<file path="config.mk">
export PLATFORM = sky130hd
export DESIGN_NAME = mult_share_ctrl_flat
export DESIGN_NICKNAME = d
export VERILOG_FILES = /design/src/rtl/mult_share_ctrl_if.sv /design/src/rtl/mult_share_ctrl.sv /design/src/flat_wrapper.sv
export SDC_FILE = /design/constraint.sdc
export NUM_CORES = 1
export LEC_CHECK = 0
export ABC_AREA = 1
export BUFFER_PORTS_ARGS = -buffer_cell sky130_fd_sc_hd__buf_2
export CAP_MARGIN = 25
export CORE_MARGIN = 10
export CORE_UTILIZATION = 55
export CTS_BUF_LIST = sky130_fd_sc_hd__clkbuf_4
export CTS_CLUSTER_SIZE = 8
export DETAILED_ROUTE_END_ITERATION = 8
export PLACE_DENSITY = 0.8
export SLEW_MARGIN = 20
export SYNTH_ARGS = -nofsm -noshare
export SYNTH_HDL_FRONTEND = slang
export SYNTH_SLANG_ARGS = --single-unit
</file>
<file path="constraint.sdc">
create_clock -name clk -period 2.1 [get_ports clk]
set_clock_uncertainty 0.15 [all_clocks]
set_input_delay 0.315 -clock clk [delete_from_list [all_inputs] [get_ports clk]]
set_output_delay 0.315 -clock clk [all_outputs]
set_load 0.03 [all_outputs]
</file>
<file path="src/rtl/mult_share_ctrl_if.sv">
// Operand/result bus for the shared multiplier controller.
// Two requester handshakes plus one result handshake.
interface mult_share_ctrl_if #(
    parameter int WIDTH = 4
);
    logic               req0_valid;
    logic [WIDTH-1:0]   req0_a;
    logic [WIDTH-1:0]   req0_b;
    logic               req0_ready;
    logic               req1_valid;
    logic [WIDTH-1:0]   req1_a;
    logic [WIDTH-1:0]   req1_b;
    logic               req1_ready;
    logic               res_valid;
    logic [2*WIDTH-1:0] res_data;
    logic               res_id;
    logic               res_ready;

    modport master (
        output req0_valid, req0_a, req0_b,
        input  req0_ready,
        output req1_valid, req1_a, req1_b,
        input  req1_ready,
        input  res_valid, res_data, res_id,
        output res_ready
    );

    modport slave (
        input  req0_valid, req0_a, req0_b,
        output req0_ready,
        input  req1_valid, req1_a, req1_b,
        output req1_ready,
        output res_valid, res_data, res_id,
        input  res_ready
    );
endinterface

</file>
<file path="src/rtl/mult_share_ctrl.sv">
// Round-robin shared shift-and-add multiplier for two requesters.
// Optional macro MULT_ZERO_SKIP_EN: zero operands finish in one edge.
module mult_share_ctrl #(
    parameter int WIDTH = 4
) (
    input  logic              clk,
    input  logic              rst,
    mult_share_ctrl_if.slave  bus
);
    localparam int PW = 2 * WIDTH;
    localparam int CW = $clog2(WIDTH + 1);

    typedef enum logic [1:0] {
        IDLE,
        RUN,
        DONE
    } state_t;

    state_t           state;
    logic             prio;
    logic             grant;
    logic             accept;
    logic             res_id_q;
    logic             res_valid_q;
    logic [PW-1:0]    acc;
    logic [PW-1:0]    mcand;
    logic [WIDTH-1:0] mplier;
    logic [CW-1:0]    cnt;
    logic [WIDTH-1:0] sel_a;
    logic [WIDTH-1:0] sel_b;
    logic             sel_valid;

    // Pick the lone valid requester, else fall back to priority holder.
    always_comb begin
        grant = prio;
        if (bus.req0_valid && !bus.req1_valid) begin
            grant = 1'b0;
        end else if (bus.req1_valid && !bus.req0_valid) begin
            grant = 1'b1;
        end
        sel_a     = grant ? bus.req1_a : bus.req0_a;
        sel_b     = grant ? bus.req1_b : bus.req0_b;
        sel_valid = grant ? bus.req1_valid : bus.req0_valid;
        accept    = (state == IDLE) && !rst && sel_valid;
    end

    assign bus.req0_ready = (state == IDLE) && !grant && !rst;
    assign bus.req1_ready = (state == IDLE) && grant && !rst;
    assign bus.res_valid  = res_valid_q;
    assign bus.res_data   = acc;
    assign bus.res_id     = res_id_q;

    // Sequencer: accept, iterate WIDTH steps, hold result until taken.
    always_ff @(posedge clk) begin
        if (rst) begin
            state       <= IDLE;
            prio        <= 1'b0;
            res_id_q    <= 1'b0;
            res_valid_q <= 1'b0;
            acc         <= '0;
            mcand       <= '0;
            mplier      <= '0;
            cnt         <= '0;
        end else begin
            case (state)
                IDLE: begin
                    if (accept) begin
                        mcand    <= PW'(sel_a);
                        mplier   <= sel_b;
                        acc      <= '0;
                        cnt      <= '0;
                        res_id_q <= grant;
`ifdef MULT_ZERO_SKIP_EN
                        if ((sel_a == '0) || (sel_b == '0)) begin
                            state       <= DONE;
                            res_valid_q <= 1'b1;
                        end else begin
                            state <= RUN;
                        end
`else
                        state <= RUN;
`endif
                    end
                end
                RUN: begin
                    if (mplier[0]) begin
                        acc <= acc + mcand;
                    end
                    mcand  <= mcand << 1;
                    mplier <= mplier >> 1;
                    cnt    <= cnt + 1'b1;
                    if (cnt == CW'(WIDTH - 1)) begin
                        state       <= DONE;
                        res_valid_q <= 1'b1;
                    end
                end
                DONE: begin
                    if (bus.res_ready) begin
                        state       <= IDLE;
                        res_valid_q <= 1'b0;
                        prio        <= ~res_id_q;
                    end
                end
                default: begin
                    state       <= IDLE;
                    res_valid_q <= 1'b0;
                end
            endcase
        end
    end
endmodule

</file>
<file path="src/flat_wrapper.sv">
// flat-port wrapper written by rule: the top's interface ports become plain ports
module mult_share_ctrl_flat 
#(
    parameter int WIDTH = 4
)
  (clk, rst, bus_req0_valid, bus_req0_a, bus_req0_b, bus_req0_ready, bus_req1_valid, bus_req1_a, bus_req1_b, bus_req1_ready, bus_res_valid, bus_res_data, bus_res_id, bus_res_ready);
  mult_share_ctrl_if #(.WIDTH(WIDTH)) bus_i ();
  input  logic clk;
  input  logic rst;
  input wire logic [$bits(bus_i.req0_valid)-1:0] bus_req0_valid;
  input wire logic [$bits(bus_i.req0_a)-1:0] bus_req0_a;
  input wire logic [$bits(bus_i.req0_b)-1:0] bus_req0_b;
  output wire logic [$bits(bus_i.req0_ready)-1:0] bus_req0_ready;
  input wire logic [$bits(bus_i.req1_valid)-1:0] bus_req1_valid;
  input wire logic [$bits(bus_i.req1_a)-1:0] bus_req1_a;
  input wire logic [$bits(bus_i.req1_b)-1:0] bus_req1_b;
  output wire logic [$bits(bus_i.req1_ready)-1:0] bus_req1_ready;
  output wire logic [$bits(bus_i.res_valid)-1:0] bus_res_valid;
  output wire logic [$bits(bus_i.res_data)-1:0] bus_res_data;
  output wire logic [$bits(bus_i.res_id)-1:0] bus_res_id;
  input wire logic [$bits(bus_i.res_ready)-1:0] bus_res_ready;
  assign bus_i.req0_valid = bus_req0_valid;
  assign bus_i.req0_a = bus_req0_a;
  assign bus_i.req0_b = bus_req0_b;
  assign bus_req0_ready = bus_i.req0_ready;
  assign bus_i.req1_valid = bus_req1_valid;
  assign bus_i.req1_a = bus_req1_a;
  assign bus_i.req1_b = bus_req1_b;
  assign bus_req1_ready = bus_i.req1_ready;
  assign bus_res_valid = bus_i.res_valid;
  assign bus_res_data = bus_i.res_data;
  assign bus_res_id = bus_i.res_id;
  assign bus_i.res_ready = bus_res_ready;
  mult_share_ctrl #(.WIDTH(WIDTH)) u_core (.clk(clk), .rst(rst), .bus(bus_i));
endmodule
</file>
==> metrics.yaml, run 1 <==
status: "finished, final reports clean"
cts_buffer_depth: 2
grt_overflow_total: 0
final_nets: 292
firstDrtPassIters: 4
grt_usage: 0.120
n_antenna_cell: 0
critPathMaxFanout: 12
drtAntennaViolNets: 0
vias: 1457
drtIter0Drc: 90
r2r_start: "u_core.bus.res_data[0]$_SDFFE_PP0P_"
fin_setup_tns_ns: 0
r2r-end: "u_core.bus.res_data[6]$_SDFFE_PP0P_"
post_cts.repair.setup_buffers: 0
yosysWarnings: 0
syn_nets: 258
vias_per_cell: 5.02
synth-seq-cells: 28
ios: 33
synth_area_per_cell_um2: 6.76
max_freq_mhz: 518
cellLeakagePower_nw: 0.885
antenna_found_initial: 0
clock_sinks: 28
maxSlewHeadroom: 0.805
wl_um: 3170
setup_ws_ns: 0.171
crit_path_end_kind: "output pin"
crit_path_start_kind: "flop"
synth_cell_types: 23
core-area_um2: 2710
htreeDepth: 1
grt_pass1_vias: 1268
fp.dieW_um: 72.8
holdCritStartpoint: "bus_req1_a[0]"
std_cell_rows: 19
drc: 0
hold_viol_final: 0
drive_gt1_frac: 0.185
portBuffers: 32
synth_seq_area_share: 0.365
cts_made_buffers: 3
drv_slew: 0
rsz0062_at_grt: "no"
start_util: 0.566
cts_tree: "done"
synthCells: 227
power_density_nw_per_um2: 586
placed_area_um2: 1720
grt_start_max_net_pins: 22
rrSetupSlack_ns: 0.35
final_cell_mix: "nand2_1 (64), buf_2 (32), nor2_1 (29)"
postLayoutCellArea_um2: 1740
peakVddDrop_v: 0.000605
cts-root-buf: "clkbuf_4"
gp_congestion: 0.783
max_cap_violations: 0
dieArea_um2: 5300
tightest_slew_ns: 0.292
synth_area_um2: 1530
worstSkewPairLatency_ns: 0.32
period_share: 0.919
hold_path.class: "in2reg"
critPathRequiredTime_ns: 1.63
dpl.hpwl_um: 2510
holdPathEnd: "u_core.mcand[0]$_SDFFE_PP0P_"
crit_arrival_ns: 1.46
min_delay_path_depth: 3
grt_pass1_wl_um: 5380
r2r_cells: 9
die_h_um: 72.8
period_needed_ns: 1.93
layout_commonest_cell: "nand2_1"
pre_cts_ws_ns: 0.294
clk_pin_slew_worst_paths_ns: 0.14
routedWlPerCell_um: 10.9
finalSetupViolations: 0
crit_type: "reg2out"
syn2layout_area_growth_pct: 13.5
worst max-delay path by stage:
stage          cells after the start  slack [ns]                                  end                                 from
2_1_floorplan                      9        0.35  u_core.bus.res_data[6]$_SDFFE_PP0P_  u_core.bus.res_data[0]$_SDFFE_PP0P_
3_3_place_gp                       7        0.33                       bus_req0_ready                       bus_req1_valid
3_5_place_dp                       7        0.29                       bus_req0_ready                       bus_req1_valid
4_1_cts                            6        0.03                       bus_req0_ready             u_core.prio$_SDFFE_PP0P_
5_1_grt                            6       0.003                       bus_req0_ready             u_core.prio$_SDFFE_PP0P_
6_report                           6        0.17                       bus_req0_ready             u_core.prio$_SDFFE_PP0P_
timing repair:
item | CTS | global route
gates resized for setup | 0 | 2
hold buffers | 0 | 0
hold endpoints to repair | 0 | 0
setup endpoints to repair | 0 | 2
power breakdown:
part	switching (mW)	total, mW	internal (mW)
combinational	0.150	0.229	0.0796
clock	0.146	0.213	0.0672
sequential	0.0181	0.578	0.560
critical path, cell delays in order (launching register included):
cell and delay [ns]:
dfxtp_1 0.33, inv_1 0.05, o21ai_0 0.20, nand2_2 0.18, inv_2 0.15, nor2_1 0.05
buf_2 0.17
synth_stat cells, drive strengths merged:
master / instances / area [um2]
a221oi: 1 / 8.76
buf: 3 / 23.8
inv: 28 / 108
a21oi: 22 / 110
xor2: 1 / 8.76
or2: 2 / 12.5
o21ai: 16 / 80.1
fa: 1 / 20.0
nand3b: 1 / 7.51
nand4: 1 / 21.3
nand3: 15 / 75.1
o211ai: 1 / 7.51
ha: 9 / 113
nand2: 66 / 255
nor2: 30 / 115
dfxtp: 28 / 561
clkbuf: 2 / 7.51
flip-flops by register name, summed over array words and instances (netlist names):
name	cells
u_core.bus.res_data	8
u_core.bus.res_id	1
u_core.bus.res_valid	1
u_core.cnt	3
u_core.mcand	8
u_core.mplier	4
u_core.prio	1
u_core.state	2
cell type report:
| type | count | area [um2] |
|---|---|---|
| tap | 31 | 38.8 |
| multi-input combinational | 166 | 837 |
| inverter | 28 | 108 |
| fill | 285 | 968 |
| clock buffer | 3 | 22.5 |
| sequential | 28 | 561 |
| timing repair buffer | 34 | 175 |
stage by stage:
| stage | total power, mW | hold slack, ns | util | instances |
|---|---|---|---|---|
| 2_1_floorplan | 0.763 | 0.244 | - | 227 |
| 3_3_place_gp | 0.818 | 0.303 | 0.633 | 287 |
| 3_5_place_dp | 0.820 | 0.306 | 0.633 | 287 |
| 4_1_cts | 1.03 | 0.130 | 0.642 | 290 |
| 5_1_grt | 1.08 | 0.136 | 0.643 | 290 |
| 6_report | 1.02 | 0.132 | 0.643 | 290 |
cells by family (layout without fill, tap and decap cells):
kind of cell	after synthesis	in the layout	synth area share
and+or+nand+nor	115	115	0.317
xor gates and xnor gates	1	1	0.00571
buffers and inverters	33	65	0.0905
DFF	28	28	0.365
AOI/OAI and AO/OA	40	40	0.135
adders and majority gates	10	10	0.0865
layer usage:
layer,up-vias,part of all wire,GRT usage
li1,793,-,-
met1,627,0.49,0.152
met2,35,0.44,0.193
met3,2,0.059,0.0463
met4,0,0.0066,0.0190
met5,-,0,0
No activity file was read; power rests on OpenSTA's default activity.
==> run 2, diff against run 1 <==
Settings changed: CORE_UTILIZATION 55 to 53, CTS_BUF_LIST sky130_fd_sc_hd__clkbuf_4 to sky130_fd_sc_hd__clkbuf_16, PLACE_DENSITY 0.8 to 0.78.
==> run 2 against run 1 <==
  * Via count increased by 2.0%
  * Largest cell class unchanged
  * Cell area grew 4.7%
  * Wire length grew 11%
  * Setup slack got worse by 0.0097 ns
  * Critical path type unchanged
  * Hold slack improved by 0.070 ns
  * First-iteration DRC count shrank 26%
==> metrics.yaml, run 2 (synthesis gave the netlist of run 1 again) <==
status: "finished, final reports clean"
drv_slew: 0
crit_arrival_ns: 1.47
cts_tree: "done"
clk_pin_slew_worst_paths_ns: 0.07
ios: 33
hold_path.class: "in2reg"
rsz0062_at_grt: "no"
power_density_nw_per_um2: 759
rrSetupSlack_ns: 0.33
final_nets: 292
dpl.hpwl_um: 2600
grt_use_met3: 0.0363
wl_um: 3510
cts_buffer_depth: 2
crit_path_end_kind: "output pin"
grt_overflow_total: 0
p_total_mw: 1.38
drive_gt1_frac: 0.185
r2r-end: "u_core.bus.res_data[6]$_SDFFE_PP0P_"
grt_busiest_layer: "met2"
core-area_um2: 2760
firstDrtPassIters: 4
cts_made_buffers: 3
antenna_found_initial: 0
placed_area_um2: 1720
htreeDepth: 1
critPathRequiredTime_ns: 1.63
n_antenna_cell: 0
cts-root-buf: "clkbuf_16"
holdCritStartpoint: "bus_req1_a[0]"
clock_sinks: 28
grt_pass1_vias: 1384
postLayoutCellArea_um2: 1820
fin_setup_tns_ns: 0
vias_per_cell: 5.11
crit_path_start_kind: "flop"
vias: 1486
postCtsResizedCells: 0
routedWlPerCell_um: 12.1
tightest_slew_ns: 0.293
period_share: 0.923
min_delay_path_depth: 3
die_h_um: 73.8
max_cap_violations: 0
dieArea_um2: 5450
layout_commonest_cell: "nand2_1"
critPathMaxFanout: 12
cts_hold_buf: 0
crit_type: "reg2out"
post_cts.repair.setup_buffers: 0
gp_congestion: 0.756
met1_usage: 0.162
fp.dieW_um: 73.8
cp-startpoint: "u_core.prio$_SDFFE_PP0P_"
portBuffers: 32
grt_pass1_wl_um: 6030
r2r_cells: 9
r2r_start: "u_core.bus.res_data[0]$_SDFFE_PP0P_"
std_cell_rows: 19
drtIter0Drc: 67
final_cell_mix: "nand2_1 (64), buf_2 (32), nor2_1 (29)"
peakVddDrop_v: 0.000583
start_util: 0.556
cellLeakagePower_nw: 0.924
grt_start_max_net_pins: 22
worstSkewPairLatency_ns: 0.27
drc: 0
syn2layout_area_growth_pct: 18.9
fill_cells: 261
holdPathEnd: "u_core.mcand[0]$_SDFFE_PP0P_"
hold_slack_ns: 0.202
globalRouteMet2Util: 0.223
max_freq_mhz: 516
post-route-util: 0.662
maxSlewHeadroom: 0.805
finalSetupViolations: 0
period_needed_ns: 1.94
grt_usage: 0.135
drtAntennaViolNets: 0
hold_viol_final: 0
-- run 2: cell types whose count changed in the layout (fill, tap and decap cells not counted), sizes merged --
cell	delta
bufinv	+1
-- run 2: cell type report --
class	instances	area (um2)	area share
Tap cell	31	38.8	0.0213
Sequential cell	28	561	0.307
Timing Repair Buffer	34	175	0.0960
Clock inverter	1	30.0	0.0165
Inverter	28	108	0.0590
Multi-Input combinational cell	166	837	0.459
Clock buffer	3	75.1	0.0412
-- run 2: how the worst max path moves through the flow --
| stage | cells after the start | to |
|---|---|---|
| 2_1_floorplan | 9 | u_core.bus.res_data[6]$_SDFFE_PP0P_ |
| 3_3_place_gp | 7 | bus_req0_ready |
| 3_5_place_dp | 7 | bus_req0_ready |
| 4_1_cts | 6 | bus_req0_ready |
| 5_1_grt | 6 | bus_req0_ready |
| 6_report | 6 | bus_req0_ready |
-- run 2: power breakdown --
group / internal, mW / switching [mW]
clock network: 0.380 / 0.192
registers: 0.560 / 0.0186
logic: 0.0797 / 0.154
-- run 2: metal layers --
metal	share of wire	vias to the layer above
met5	0	-
met4	0.019	0
met3	0.068	5
met2	0.45	46
met1	0.46	641
li1	-	794
-- run 2: metrics by stage --
step | setup WS (ns) | std cells
2_1_floorplan | 0.346 | 227
3_3_place_gp | 0.337 | 287
3_5_place_dp | 0.295 | 287
4_1_cts | 0.125 | 291
5_1_grt | 0.0125 | 291
6_report | 0.161 | 291
-- run 2: critical path, cell delays in order (launching register included) --
cell and delay [ns]:
dfxtp_1 0.31, inv_1 0.06, o21ai_0 0.21, nand2_2 0.17, inv_1 0.21, nor2_1 0.07
buf_2 0.18
